--- config.mk ---
export PLATFORM = sky130hd
export DESIGN_NAME = mem_port_arbiter
export DESIGN_NICKNAME = d
export VERILOG_FILES = /design/src/rtl/mem_port_arb_pkg.sv /design/src/rtl/mem_port_req_slot.sv /design/src/rtl/mem_port_arbiter.sv
export SDC_FILE = /design/constraint.sdc
export NUM_CORES = 1
export LEC_CHECK = 0
export BUFFER_PORTS_ARGS = -buffer_cell sky130_fd_sc_hd__buf_2
export CORE_AREA = 2 2 235 237
export DETAILED_ROUTE_END_ITERATION = 8
export DIE_AREA = 0 0 237 239
export GPL_ROUTABILITY_DRIVEN = 0
export GPL_TIMING_DRIVEN = 0
export HOLD_SLACK_MARGIN = 0.06
export SLEW_MARGIN = 20
export SYNTH_ARGS = -nofsm -noshare
export SYNTH_HDL_FRONTEND = slang
export SYNTH_SLANG_ARGS = --single-unit
export TNS_END_PERCENT = 10
--- constraint.sdc ---
create_clock -name clk -period 2.7 [get_ports clk]
set_clock_uncertainty 0.05 [all_clocks]
set_input_delay 0.405 -clock clk [delete_from_list [all_inputs] [get_ports clk]]
set_output_delay 0.405 -clock clk [all_outputs]
set_load 0.01 [all_outputs]
--- src/rtl/mem_port_arb_pkg.sv ---
// Shared types for the memory port arbiter: FSM state and requester identity.
package mem_port_arb_pkg;

  typedef enum logic [1:0] {
    IDLE,
    RD_IFU,
    RD_LSU,
    WR_LSU
  } arb_state_e;

  typedef enum logic {
    REQ_IFU,
    REQ_LSU
  } arb_req_e;

endpackage

--- src/rtl/mem_port_req_slot.sv ---
// One-deep request holding slot: a pending flag plus the payload captured
// with the request pulse. A new request wins over a clear in the same cycle
// so a requester may re-issue in the cycle its completion is signalled.
module mem_port_req_slot #(
  parameter int W = 64
) (
  input  logic         clk,
  input  logic         rst,
  input  logic         set,
  input  logic         clr,
  input  logic [W-1:0] din,
  output logic         pending,
  output logic [W-1:0] dout
);

  // Capture on set, drop pending on clear, reset empties the slot
  always_ff @(posedge clk) begin
    if (rst) begin
      pending <= 1'b0;
      dout    <= '0;
    end else if (set) begin
      pending <= 1'b1;
      dout    <= din;
    end else if (clr) begin
      pending <= 1'b0;
    end
  end

endmodule

--- src/rtl/mem_port_arbiter.sv ---
// Shares one AXI_master_SRAM user port between instruction fetch (read only)
// and the LSU (read/write). Request pulses are held in per-requester slots,
// issued to the bus one transaction at a time, and the completion pulse is
// routed back to the owner of the in-flight transaction.
// Build option: define MEM_PORT_ARB_RR_EN for round-robin between IFU and
// LSU; otherwise fixed priority LSU write > LSU read > IFU read.
module mem_port_arbiter #(
  parameter int ADDR_W = 64,
  parameter int DATA_W = 64
) (
  input  logic                clk,
  input  logic                rst,
  input  logic                ifu_rreq,
  input  logic [ADDR_W-1:0]   ifu_raddr,
  output logic                ifu_rask,
  input  logic                lsu_rreq,
  input  logic [ADDR_W-1:0]   lsu_raddr,
  output logic                lsu_rask,
  input  logic                lsu_wreq,
  input  logic [ADDR_W-1:0]   lsu_waddr,
  input  logic [DATA_W-1:0]   lsu_wdata,
  input  logic [DATA_W/8-1:0] lsu_wmask,
  output logic                lsu_wask,
  output logic [DATA_W-1:0]   rdata,
  output logic                bus_rreq,
  output logic [ADDR_W-1:0]   bus_raddr,
  input  logic [DATA_W-1:0]   bus_rdata,
  input  logic                bus_rask,
  output logic                bus_wreq,
  output logic [ADDR_W-1:0]   bus_waddr,
  output logic [DATA_W-1:0]   bus_wdata,
  output logic [DATA_W/8-1:0] bus_wmask,
  input  logic                bus_wask,
  output logic                busy
);
  import mem_port_arb_pkg::*;

  localparam int MASK_W = DATA_W / 8;
  localparam int WR_W   = ADDR_W + DATA_W + MASK_W;

  arb_state_e        state;
  logic              ifu_pend;
  logic              lsu_rd_pend;
  logic              lsu_wr_pend;
  logic [ADDR_W-1:0] ifu_raddr_q;
  logic [ADDR_W-1:0] lsu_raddr_q;
  logic [WR_W-1:0]   wr_q;
  logic              grant_ifu;
  logic              grant_lsu_rd;
  logic              grant_lsu_wr;

  mem_port_req_slot #(.W(ADDR_W)) u_ifu_slot (
    .clk     (clk),
    .rst     (rst),
    .set     (ifu_rreq),
    .clr     (ifu_rask),
    .din     (ifu_raddr),
    .pending (ifu_pend),
    .dout    (ifu_raddr_q)
  );

  mem_port_req_slot #(.W(ADDR_W)) u_lsu_rd_slot (
    .clk     (clk),
    .rst     (rst),
    .set     (lsu_rreq),
    .clr     (lsu_rask),
    .din     (lsu_raddr),
    .pending (lsu_rd_pend),
    .dout    (lsu_raddr_q)
  );

  mem_port_req_slot #(.W(WR_W)) u_lsu_wr_slot (
    .clk     (clk),
    .rst     (rst),
    .set     (lsu_wreq),
    .clr     (lsu_wask),
    .din     ({lsu_waddr, lsu_wdata, lsu_wmask}),
    .pending (lsu_wr_pend),
    .dout    (wr_q)
  );

`ifdef MEM_PORT_ARB_RR_EN
  arb_req_e prio;

  // Hand priority to the requester that did not win the latest grant
  always_ff @(posedge clk) begin
    if (rst) begin
      prio <= REQ_LSU;
    end else if (grant_ifu) begin
      prio <= REQ_LSU;
    end else if (grant_lsu_rd || grant_lsu_wr) begin
      prio <= REQ_IFU;
    end
  end
`endif

  // Pick one pending slot while idle; slots become visible the cycle after capture
  always_comb begin
    grant_ifu    = 1'b0;
    grant_lsu_rd = 1'b0;
    grant_lsu_wr = 1'b0;
    if (!rst && state == IDLE) begin
`ifdef MEM_PORT_ARB_RR_EN
      if (prio == REQ_LSU) begin
        if (lsu_wr_pend)      grant_lsu_wr = 1'b1;
        else if (lsu_rd_pend) grant_lsu_rd = 1'b1;
        else if (ifu_pend)    grant_ifu    = 1'b1;
      end else begin
        if (ifu_pend)         grant_ifu    = 1'b1;
        else if (lsu_wr_pend) grant_lsu_wr = 1'b1;
        else if (lsu_rd_pend) grant_lsu_rd = 1'b1;
      end
`else
      if (lsu_wr_pend)      grant_lsu_wr = 1'b1;
      else if (lsu_rd_pend) grant_lsu_rd = 1'b1;
      else if (ifu_pend)    grant_ifu    = 1'b1;
`endif
    end
  end

  // Track the owner of the in-flight transaction until its matching completion
  always_ff @(posedge clk) begin
    if (rst) begin
      state <= IDLE;
    end else begin
      case (state)
        IDLE: begin
          if (grant_lsu_wr)      state <= WR_LSU;
          else if (grant_lsu_rd) state <= RD_LSU;
          else if (grant_ifu)    state <= RD_IFU;
        end
        RD_IFU:  if (bus_rask) state <= IDLE;
        RD_LSU:  if (bus_rask) state <= IDLE;
        WR_LSU:  if (bus_wask) state <= IDLE;
        default: state <= IDLE;
      endcase
    end
  end

  assign bus_rreq  = grant_ifu | grant_lsu_rd;
  assign bus_raddr = grant_lsu_rd ? lsu_raddr_q : (grant_ifu ? ifu_raddr_q : '0);
  assign bus_wreq  = grant_lsu_wr;
  assign {bus_waddr, bus_wdata, bus_wmask} = grant_lsu_wr ? wr_q : '0;

  assign ifu_rask = !rst && state == RD_IFU && bus_rask;
  assign lsu_rask = !rst && state == RD_LSU && bus_rask;
  assign lsu_wask = !rst && state == WR_LSU && bus_wask;
  assign rdata    = (ifu_rask || lsu_rask) ? bus_rdata : '0;
  assign busy     = !rst && (state != IDLE || ifu_pend || lsu_rd_pend || lsu_wr_pend);

  // Requesters may not overrun their own slot; a re-request in the ask cycle is fine
  a_lsu_one_kind: assert property (@(posedge clk) disable iff (rst)
    !(lsu_rreq && lsu_wreq));
  a_ifu_no_overrun: assert property (@(posedge clk) disable iff (rst)
    !(ifu_rreq && ifu_pend && !ifu_rask));
  a_lsu_rd_no_overrun: assert property (@(posedge clk) disable iff (rst)
    !(lsu_rreq && lsu_rd_pend && !lsu_rask));
  a_lsu_wr_no_overrun: assert property (@(posedge clk) disable iff (rst)
    !(lsu_wreq && lsu_wr_pend && !lsu_wask));

  // Completions with no matching transaction are dropped; record that they happened
  c_stray_ask: cover property (@(posedge clk) disable iff (rst)
    (bus_rask && state != RD_IFU && state != RD_LSU) || (bus_wask && state != WR_LSU));

endmodule

After elaboration in Yosys (flattened, before gate mapping)
Cells that the tools add are included.

Bits in registers: 269. Latch bits: 0. Memory bits (writable): 0. ROM bits: 0. Bits of input ports: 335. Output and inout bits: 270. Logic and storage cells: 59. Memories: 0.

Add/subtract/negate cells: 0. Multipliers: 0. Divide/modulo/power cells: 0. Order comparisons: 0. Equal/unequal tests: 6. Shift-type cells: 0. Mux-type cells: 25. Bitwise gates (word level): 1. Reduce and logical (&&, ||, !) cells: 20.

Operators by type and width (number): $mux 64 (3); $mux 136 (1); $mux 1 (15); $mux 2 (5); $logic_and 1x1->1 (8); $reduce_bool 2->1 (4); $pmux 2 s3 (1); $eq 2x2->1 const B (2); $logic_or 1x1->1 (4); $ne 4x4->1 const B (1); $reduce_and 3->1 (1); $eq 2x1->1 const B (1); $logic_not 2->1 (1); $ne 2x1->1 const B (1); $ne 2x2->1 const B (1); $reduce_or 2->1 (1); $logic_not 1->1 (1); $or 1x1->1 (1).

Depth between registers and ports, before layout
Gate-level depths: netlist of the first run.

Depth in word-level cells: 8. Gate-level depth with buffers: 7. Gate-level depth less buffers: 5.

Hierarchy
A second synthesis of the first run with hierarchy kept.

Cell total of the unflattened synthesis: 1208. Area, all modules: 12056.6 µm².

By module, submodules not included: mem_port_req_slot at u_lsu_wr_slot (instances 1, cells each 442, area an instance 4993.5 µm²); mem_port_req_slot at u_ifu_slot ... (instances 2, cells each 210, area an instance 2344.7 µm²); mem_port_arbiter (instances 1, cells each 346, area an instance 2373.5 µm²).

Least setup slack after synthesis of the first run
OpenSTA, ideal clock, no wires.

Path type: reg-to-output. Start point: reg state[0]. End point: out bus_raddr[22]. Arrival: 1.500 ns. Path slack: 0.745 ns. Cell stages (with the launch flop): 8. Buffers on the path: 2. Cell sequence: dfxtp_1 > inv_1 > ha_1 > nor3b_1 > o21ai_1 > buf_4 > buf_4 > a21oi_1.

Longest elaborated chain between the ends: 5.

Ends and longest elaborated chain: start: declaration (line mem_port_arbiter.sv:41) `arb_state_e state;`; start signal: assignment (line mem_port_arbiter.sv:124) `state <= IDLE;`; start signal: assignment (line mem_port_arbiter.sv:128) `if (grant_lsu_wr) state <= WR_LSU;`; start signal: assignment (line mem_port_arbiter.sv:129) `else if (grant_lsu_rd) state <= RD_LSU;`; $logic_not 2->1 * (line mem_port_arbiter.sv:102) `if (!rst && state == IDLE) begin`; $logic_and 1x1->1 * (line mem_port_arbiter.sv:102); $mux 1 (line mem_port_arbiter.sv:102); $mux 64 (line mem_port_arbiter.sv:141) `assign bus_raddr = grant_lsu_rd ? lsu_raddr_q : (grant_ifu ? ifu_raddr_q : '0);`; $mux 64 * (line mem_port_arbiter.sv:141); end: declaration (line mem_port_arbiter.sv:26) `output logic [ADDR_W-1:0] bus_raddr,`.

Every way passes the cells marked *; elsewhere a longest branch is shown, timed or not.

Final worst setup path of the first run
Start point: reg state[0]. End point: out bus_raddr[54].

The elaborated chain is that of the path after synthesis.

==> results of run 1 <==
[flip-flops by register name, indices dropped and copies added (netlist names)]
| name | flops |
|---|---|
| u_ifu_slot.pending | 1 |
| u_lsu_rd_slot.pending | 1 |
| state | 2 |
| u_lsu_rd_slot.dout | 64 |
| u_ifu_slot.dout | 64 |
| u_lsu_wr_slot.pending | 1 |
| u_lsu_wr_slot.dout | 136 |
[metrics by stage]
stage	setup WS, ns	area (µm²)
global placement	-0.0978	15900
global route	-0.0346	19900
CTS	-0.0103	19600
detailed placement	-0.141	15900
floorplan	0.745	12000
finish	0.0556	19900
[Yosys cell counts (all sizes together), types with 2 or more instances]
cell type	n
a21oi	67
and2	200
and3b	3
buf	53
clkbuf	49
dfxtp	269
ha	5
inv	3
mux2i	266
nand2	131
nand2b	2
nor2	270
nor2b	2
nor3b	2
[final timing paths]
kind	from	slack [ns]	cells past startpoint	to
hold reg to reg	u_lsu_wr_slot.dout[66]	0.43	2	u_lsu_wr_slot.dout[66]
setup / recovery	state[0]	0.06	8	bus_raddr[54]
setup reg to reg	state[1]	1.12	5	state[1]
hold / removal	lsu_raddr[42]	0.09	3	u_lsu_rd_slot.dout[42]
[cell type report]
| cell class | count | share of cell area [%] |
|---|---|---|
| Tap cell | 704 | 4.43 |
| Timing Repair Buffer | 850 | 28.1 |
| Inverter | 3 | 0.0692 |
| Clock buffer | 45 | 4.69 |
| Buffer | 101 | 3.25 |
| Antenna cell | 5 | 0.0629 |
| Clock inverter | 14 | 0.635 |
| Multi-Input combinational cell | 955 | 31.7 |
| Sequential cell | 269 | 27.1 |
[logic make-up (layout without fill, tap and decap cells)]
family / Yosys count / after routing / share of synthesized area [%]
compound gates: 70 / 70 / 4.32
fa+ha+maj: 5 / 5 / 0.521
buf+inv: 105 / 1013 / 4.18
flops: 269 / 269 / 44.9
mux: 266 / 266 / 22.2
other cells: 0 / 5 / 0
simple gates: 614 / 614 / 23.9
[per-layer routing]
metal,global-route usage (%),vias up
li1,-,6086
met1,18.0,5790
met2,30.0,518
met3,5.16,132
met4,8.84,10
met5,0,-
[critical path, cell delays in order, from the launching register on]
cell and delay, ns:
dfxtp_2 0.34, inv_2 0.09, ha_4 0.18, and4bb_4 0.28, buf_12 0.17, buf_12 0.14, nand2_2 0.07, a21oi_4 0.24
buf_6 0.14
[timing repair]
item	4_1_cts	5_1_grt
endpoints found under the hold margin	243	0
resized for setup	62	67
endpoints found under the setup margin	259	124
setup buffers	3	1
pin swaps	1	7
cloned	0	3
hold buffers	243	0
[report_power, final]
group | leakage (nW) | internal (mW) | switching (mW) | total (mW)
logic | 7.19 | 1.17 | 1.23 | 2.40
clock network | 0.520 | 2.56 | 1.85 | 4.40
registers | 2.22 | 4.23 | 0.146 | 4.37
==> impl_metrics.json, run 1 <==
{
  "grt_first_pass_wirelength_um": 74000,
  "drtIter0Drc": 349,
  "syn_nets": 1669,
  "vdd_drop_max_mv": 0.376,
  "cts.clk_slew.worst_paths_ns": 0.06,
  "start_kind": "register",
  "ys_ff_latch": 269,
  "postLayoutCoreUtil_pct": 36.6,
  "highest_layer": "met5",
  "dieArea_um2": 56600,
  "placed_cells": 2633,
  "layout_commonest_cell": "buf_2",
  "die_w_um": 237,
  "coreArea_um2": 54300,
  "ant_nets": 0,
  "rows": 86,
  "fin_crit_sh_pct": 97.9,
  "critPathCaptureType": "output pin",
  "hold_viol": 0,
  "antenna_found_initial": 9,
  "worst_ep_required_time_ns": 2.25,
  "rsz0062_at_grt": "yes",
  "period_minus_slack_ns": 2.64,
  "fin_setup_tns_ns": 0,
  "io_buffers": 600,
  "final_cell_mix": "621 x buf_2, 270 x nor2_1, 267 x dfxtp_1",
  "yosysTopAreaCellShare_pct": 44.9,
  "root_buffer": "clkbuf_16",
  "setup_viol": 0,
  "cts.path.max_buffers": 3,
  "arrival_ns": 2.19,
  "synth_edf_count": 0,
  "yosysTopAreaCell": "dfxtp_1",
  "dp_hpwl_um": 37900,
  "synth.avg_cell_area_um2": 9.03,
  "synth_area_leaders": "dfxtp_1 45%, mux2i_1 22%, and2_1 10%",
  "drv_slew": 0,
  "seqCellArea_um2": 5390,
  "slew_headroom_pct": 38.0,
  "outcome": "complete, no violations",
  "async_flop_share_pct": 0,
  "dr.pass1.iters": 5,
  "numClockSinks": 269,
  "start_util_pct": 22.1,
  "grt_max_degree": 13,
  "wirelength_um": 50900,
  "cts_buffers": 34,
  "fin_nets": 2554,
  "syn_area_um2": 12000,
  "ys_types": 26,
  "clock_latency_ns": 0.53,
  "instances_no_fill": 2946,
  "viasPerCell": 4.26,
  "tightest_slew_ns": 0.931,
  "synth-main-ff-cell": "dfxtp_1",
  "synth_cells": 1329,
  "path_class": "register to output pin",
  "die_y_um": 239,
  "ios": 605,
  "grt.total_usage_pct": 16.9,
  "p_total_mw": 11.2,
  "hold_class": "input pin to register",
  "drc": 0,
  "met1_length_um": 19700,
  "route.met2.wl_um": 24900,
  "yosysWarnings": 0,
  "syn2layout_area_growth_pct": 65.7,
  "routedWlPerCell_um": 17.3,
  "grt_pass1_vias": 13200,
  "crit_fanout": 7,
  "cts_max_level": 2,
  "fillers": 5400,
  "drive_above_1_share_pct": 35.9,
  "wl_met3_um": 3800,
  "grt.overflow.total": 0,
  "worst_hold_slack_ns": 0.0879,
  "dr_total_vias": 12500,
  "synth-seq-area-share_pct": 44.9,
  "max_freq_mhz": 378,
  "cts_tree": "done",
  "max_cap_viol_count": 0,
  "power.leakage_nw": 9.93,
  "power_density_nw_per_um2": 562,
  "multi_input_area_um2": 6310
}
Note: power is estimated with default switching activity, not from simulation.
==> run 2, diff against run 1 <==
PLACE_DENSITY_LB_ADDON = 0.1   (was default)
==> impl_metrics.json, run 2 (same netlist as run 1, synthesis figures left out) <==
{
  "dieArea_um2": 56600,
  "power_density_nw_per_um2": 576,
  "worst_ep_required_time_ns": 2.25,
  "r2r_cells": 7,
  "numClockSinks": 269,
  "max_freq_mhz": 383,
  "critPathCaptureType": "output pin",
  "ff2ff_setup_slack_ns": 0.90,
  "grt_max_degree": 12,
  "fillers": 5778,
  "worstPathCellList": "inv_4 -> ha_4 -> and4bb_2 -> buf_8 -> bufbuf_16 -> nand2_1 -> a21oi_2 -> buf_4",
  "vdd_drop_max_mv": 0.376,
  "slowest_delay_ns": 0.35,
  "start_kind": "register",
  "grt.total_usage_pct": 18.1,
  "outcome": "complete, no violations",
  "root_buffer": "clkbuf_16",
  "ant_nets": 0,
  "dr.pass1.iters": 4,
  "cts.clk_slew.worst_paths_ns": 0.06,
  "fin_nets": 2567,
  "drive_above_1_share_pct": 35.3,
  "path_class": "register to output pin",
  "tightest_slew_ns": 1.07,
  "viasPerCell": 4.13,
  "drtIter0Drc": 325,
  "hold_viol": 0,
  "period_minus_slack_ns": 2.61,
  "fin_setup_tns_ns": 0,
  "layout_commonest_cell": "buf_2",
  "dr_total_vias": 12200,
  "rsz0062_at_grt": "yes",
  "start_util_pct": 22.1,
  "power.leakage_nw": 9.98,
  "clock_latency_ns": 0.53,
  "coreArea_um2": 54300,
  "holdPathStages": 3,
  "setup_viol": 0,
  "critPathSlowestCell": "dfxtp_2",
  "fin_crit_sh_pct": 96.6,
  "grt.overflow.total": 0,
  "routedWlPerCell_um": 17.9,
  "max_cap_viol_count": 0,
  "io_buffers": 600,
  "post_dp_cell_area_um2": 15900,
  "die_w_um": 237,
  "p_total_mw": 11.5,
  "cts_tree": "done",
  "grt_first_pass_wirelength_um": 77700,
  "cts.path.max_buffers": 3,
  "cts_buffers": 36,
  "crit_fanout": 6,
  "arrival_ns": 2.15,
  "ios": 605,
  "hold_class": "input pin to register",
  "drv_slew": 0,
  "antenna_found_initial": 10,
  "largest_reg_flops": 136,
  "cts_max_level": 2,
  "top_register": "u_lsu_wr_slot.dout",
  "grt_pass1_vias": 12800,
  "dp_hpwl_um": 40600,
  "seqCellArea_um2": 5390,
  "die_y_um": 239,
  "final_cell_mix": "622 x buf_2, 270 x nor2_1, 267 x dfxtp_1",
  "syn2layout_area_growth_pct": 66.0,
  "wirelength_um": 53100,
  "design_area_um2": 19900,
  "slew_headroom_pct": 28.7,
  "reg.largest.list": "u_lsu_wr_slot.dout: 136 flops, u_ifu_slot.dout: 64 flops, u_lsu_rd_slot.dout: 64 flops",
  "multi_input_area_um2": 6210,
  "drc": 0,
  "rows": 86
}
==> run 2: changes by cell type in the layout (fill, tap and decap cells not counted), moves of 5 or more <==
cell           previous run  this run
dlygate4sd3_1           243       253
buf_4                    17        22
nand2_2                   6         0
nand2_1                 122       131
clkbuf_8                  4        10
buf_6                    15        10
==> run 2: power breakdown <==
part           switching [mW]  leakage [nW]  internal, mW  total [mW]
clock                    1.90         0.577          2.82        4.72
combinational            1.22          7.18          1.17        2.39
sequential              0.133          2.22          4.23        4.36
==> run 2: final timing paths <==
kind / from / end
worst max-delay path: state[1] / bus_raddr[10]
worst min-delay path: lsu_raddr[6] / u_lsu_rd_slot.dout[6]
worst max register to register: state[0] / state[0]
worst min register to register: u_lsu_wr_slot.dout[92] / u_lsu_wr_slot.dout[92]
==> run 2: through the flow <==
| step | cells | utilization, % | hold slack, ns | setup slack (ns) |
|---|---|---|---|---|
| global route | 2961 | 36.7 | 0.105 | -0.0288 |
| floorplan | 1329 | - | 0.402 | 0.745 |
| global placement | 2633 | 29.2 | 0.414 | 0.00240 |
| finish | 2962 | 36.7 | 0.0935 | 0.0908 |
| detailed placement | 2633 | 29.2 | 0.424 | -0.0361 |
| CTS | 2955 | 36.5 | 0.0649 | -0.0138 |
==> run 2: layout make-up <==
type / count / share of cell area, %
multi-input combinational: 955 / 31.2
timing repair buffer: 860 / 28.3
sequential: 269 / 27.0
clock buffer: 55 / 5.55
tap: 704 / 4.42
buffer: 102 / 3.07
clock inverter: 8 / 0.276
inverter: 3 / 0.0816
antenna: 6 / 0.0754
==> run 2: routing by layer <==
layer / track usage, % / vias to the layer above / share of wire, %
met5: 0 / - / 0.045
met4: 6.41 / 4 / 2.9
met3: 5.66 / 77 / 7.8
met2: 32.2 / 419 / 49
met1: 20.4 / 5629 / 40
li1: - / 6115 / -
==> run 2: what timing repair did <==
| item | 4_1_cts | 5_1_grt |
|---|---|---|
| endpoints found under the hold margin | 253 | 0 |
| endpoints found under the setup margin | 257 | 98 |
| resized for setup | 69 | 19 |
| cloned | 2 | 0 |
| buffers inserted | 4 | 1 |
| pin swaps | 3 | 2 |
| hold buffers | 253 | 0 |
==> run 2: worst max-delay path, delay by kind of cell (launching register included) <==
kind,cells,cell delay (ns)
buffers and inverters,4,0.66
flip-flops,1,0.35
AND/OR/NAND/NOR,2,0.35
adder cells (fa/ha/maj),1,0.16
AO/OA/AOI/OAI,1,0.12
==> run 3, diff against run 2 <==
SETUP_SLACK_MARGIN = 0.5   (was default)
==> impl_metrics.json, run 3 (same netlist as run 1, synthesis figures left out) <==
{
  "postLayoutCoreUtil_pct": 37.2,
  "reg.largest.list": "u_lsu_wr_slot.dout: 136 flops, u_ifu_slot.dout: 64 flops, u_lsu_rd_slot.dout: 64 flops",
  "r2r_cells": 9,
  "top_register": "u_lsu_wr_slot.dout",
  "grt.total_usage_pct": 18.1,
  "dr_total_vias": 12400,
  "fin_crit_sh_pct": 97.4,
  "start_kind": "register",
  "period_minus_slack_ns": 2.63,
  "rows": 86,
  "max_freq_mhz": 380,
  "largest_reg_flops": 136,
  "outcome": "complete, no violations",
  "fin_nets": 2578,
  "cts_max_level": 2,
  "dp_hpwl_um": 40600,
  "drtIter0Drc": 340,
  "dieArea_um2": 56600,
  "fin_setup_tns_ns": 0,
  "cts.clk_slew.worst_paths_ns": 0.06,
  "final_cell_mix": "611 x buf_2, 270 x nor2_1, 267 x dfxtp_1",
  "design_area_um2": 20200,
  "hold_viol": 0,
  "rsz0062_at_grt": "yes",
  "die_w_um": 237,
  "syn2layout_area_growth_pct": 68.6,
  "placed_cells": 2633,
  "arrival_ns": 2.17,
  "dp_worst_setup_slack_ns": -0.0361,
  "path_class": "register to output pin",
  "routedWlPerCell_um": 17.9,
  "vdd_drop_max_mv": 0.373,
  "drv_slew": 0,
  "start_util_pct": 22.1,
  "crit_fanout": 8,
  "p_sw_share_pct": 28.3,
  "cts_tree": "done",
  "wirelength_um": 53200,
  "clock_latency_ns": 0.53,
  "hold_class": "input pin to register",
  "io_buffers": 600,
  "grt_first_pass_wirelength_um": 77800,
  "holdPathStages": 3,
  "drive_above_1_share_pct": 36.5,
  "power_switching_mw": 3.29,
  "cts.path.max_buffers": 3,
  "viasPerCell": 4.15,
  "post_dp_cell_area_um2": 15900,
  "fin_ws_ns": 0.0708,
  "p_int_mw": 8.33,
  "root_buffer": "clkbuf_16",
  "dr.pass1.iters": 5,
  "coreArea_um2": 54300,
  "tightest_slew_ns": 1.07,
  "power.share.clock_pct": 40.6,
  "die_y_um": 239,
  "layout_commonest_cell": "buf_2",
  "power_density_nw_per_um2": 574,
  "drc": 0,
  "grt_pass1_vias": 12800,
  "power_frac_seq_pct": 37.6,
  "setup_viol": 0,
  "power.leakage_nw": 10.1,
  "max_cap_viol_count": 0,
  "ios": 605,
  "grt_max_degree": 12,
  "worst_ep_required_time_ns": 2.25,
  "critPathCaptureType": "output pin",
  "ant_nets": 0,
  "grt.overflow.total": 0,
  "antenna_found_initial": 11,
  "numClockSinks": 269,
  "instances_no_fill": 2974,
  "pwr-share-comb_pct": 21.8,
  "cts_buffers": 36,
  "slew_headroom_pct": 28.7
}
==> run 3: cell types whose count changed in the layout (fill, tap and decap cells not counted), sizes merged <==
cell	before	now
buf	660	672
bufbuf	1	0
diode	6	7
==> run 3: critical path, cell delays in order (launching register included) <==
cell	delay [ns]
dfxtp_2	0.34
inv_2	0.09
ha_4	0.16
and4bb_2	0.30
buf_12	0.16
buf_8	0.13
buf_6	0.10
nand2_4	0.04
a21oi_2	0.17
buf_2	0.16
==> run 3: final timing paths <==
path / from / to / slack, ns
worst max-delay path: state[1] / bus_raddr[17] / 0.07
worst min-delay path: lsu_raddr[42] / u_lsu_rd_slot.dout[42] / 0.09
worst max register to register: state[1] / state[0] / 0.74
worst min register to register: u_lsu_wr_slot.dout[92] / u_lsu_wr_slot.dout[92] / 0.43
==> run 3: area by class of cell <==
cell class	instances	area, µm²
Multi-Input combinational cell	955	6300
Fill cell	5768	34100
Tap cell	704	881
Sequential cell	269	5390
Clock inverter	8	55.1
Inverter	3	13.8
Clock buffer	55	1100
Timing Repair Buffer	871	5800
Antenna cell	7	17.5
Buffer	102	674
==> run 3: per-stage QoR <==
stage               hold slack (ns)  power, mW
detailed placement            0.424       6.39
CTS                          0.0649       11.7
finish                       0.0941       11.6
global route                  0.103       12.2
floorplan                     0.402       5.53
global placement              0.414       6.37
==> run 3: timing repair <==
item                                    CTS  global route
pin swaps                                 7             6
gates resized for setup                 106            44
hold buffers                            253             0
endpoints found under the setup margin  268           269
buffers inserted                         10             6
cloned                                    2             0
endpoints found under the hold margin   253             0
==> run 3: power groups by stage <==
stage                     registers (mW)  clock network, mW  logic [mW]
after global placement              4.42                  0        1.95
after detailed placement            4.43                  0        1.96
after global routing                4.39               5.03        2.76
after floorplan                     4.40                  0        1.13
final                               4.36               4.72        2.53
after CTS                           4.35               4.89        2.48
==> run 3: metal layers <==
layer	global-route usage, %	vias up	routed length [µm]
met1	20.3	5699	21600
met5	0	-	24
met2	32.2	423	25900
met3	5.70	81	4040
met4	6.60	4	1670
li1	-	6147	-
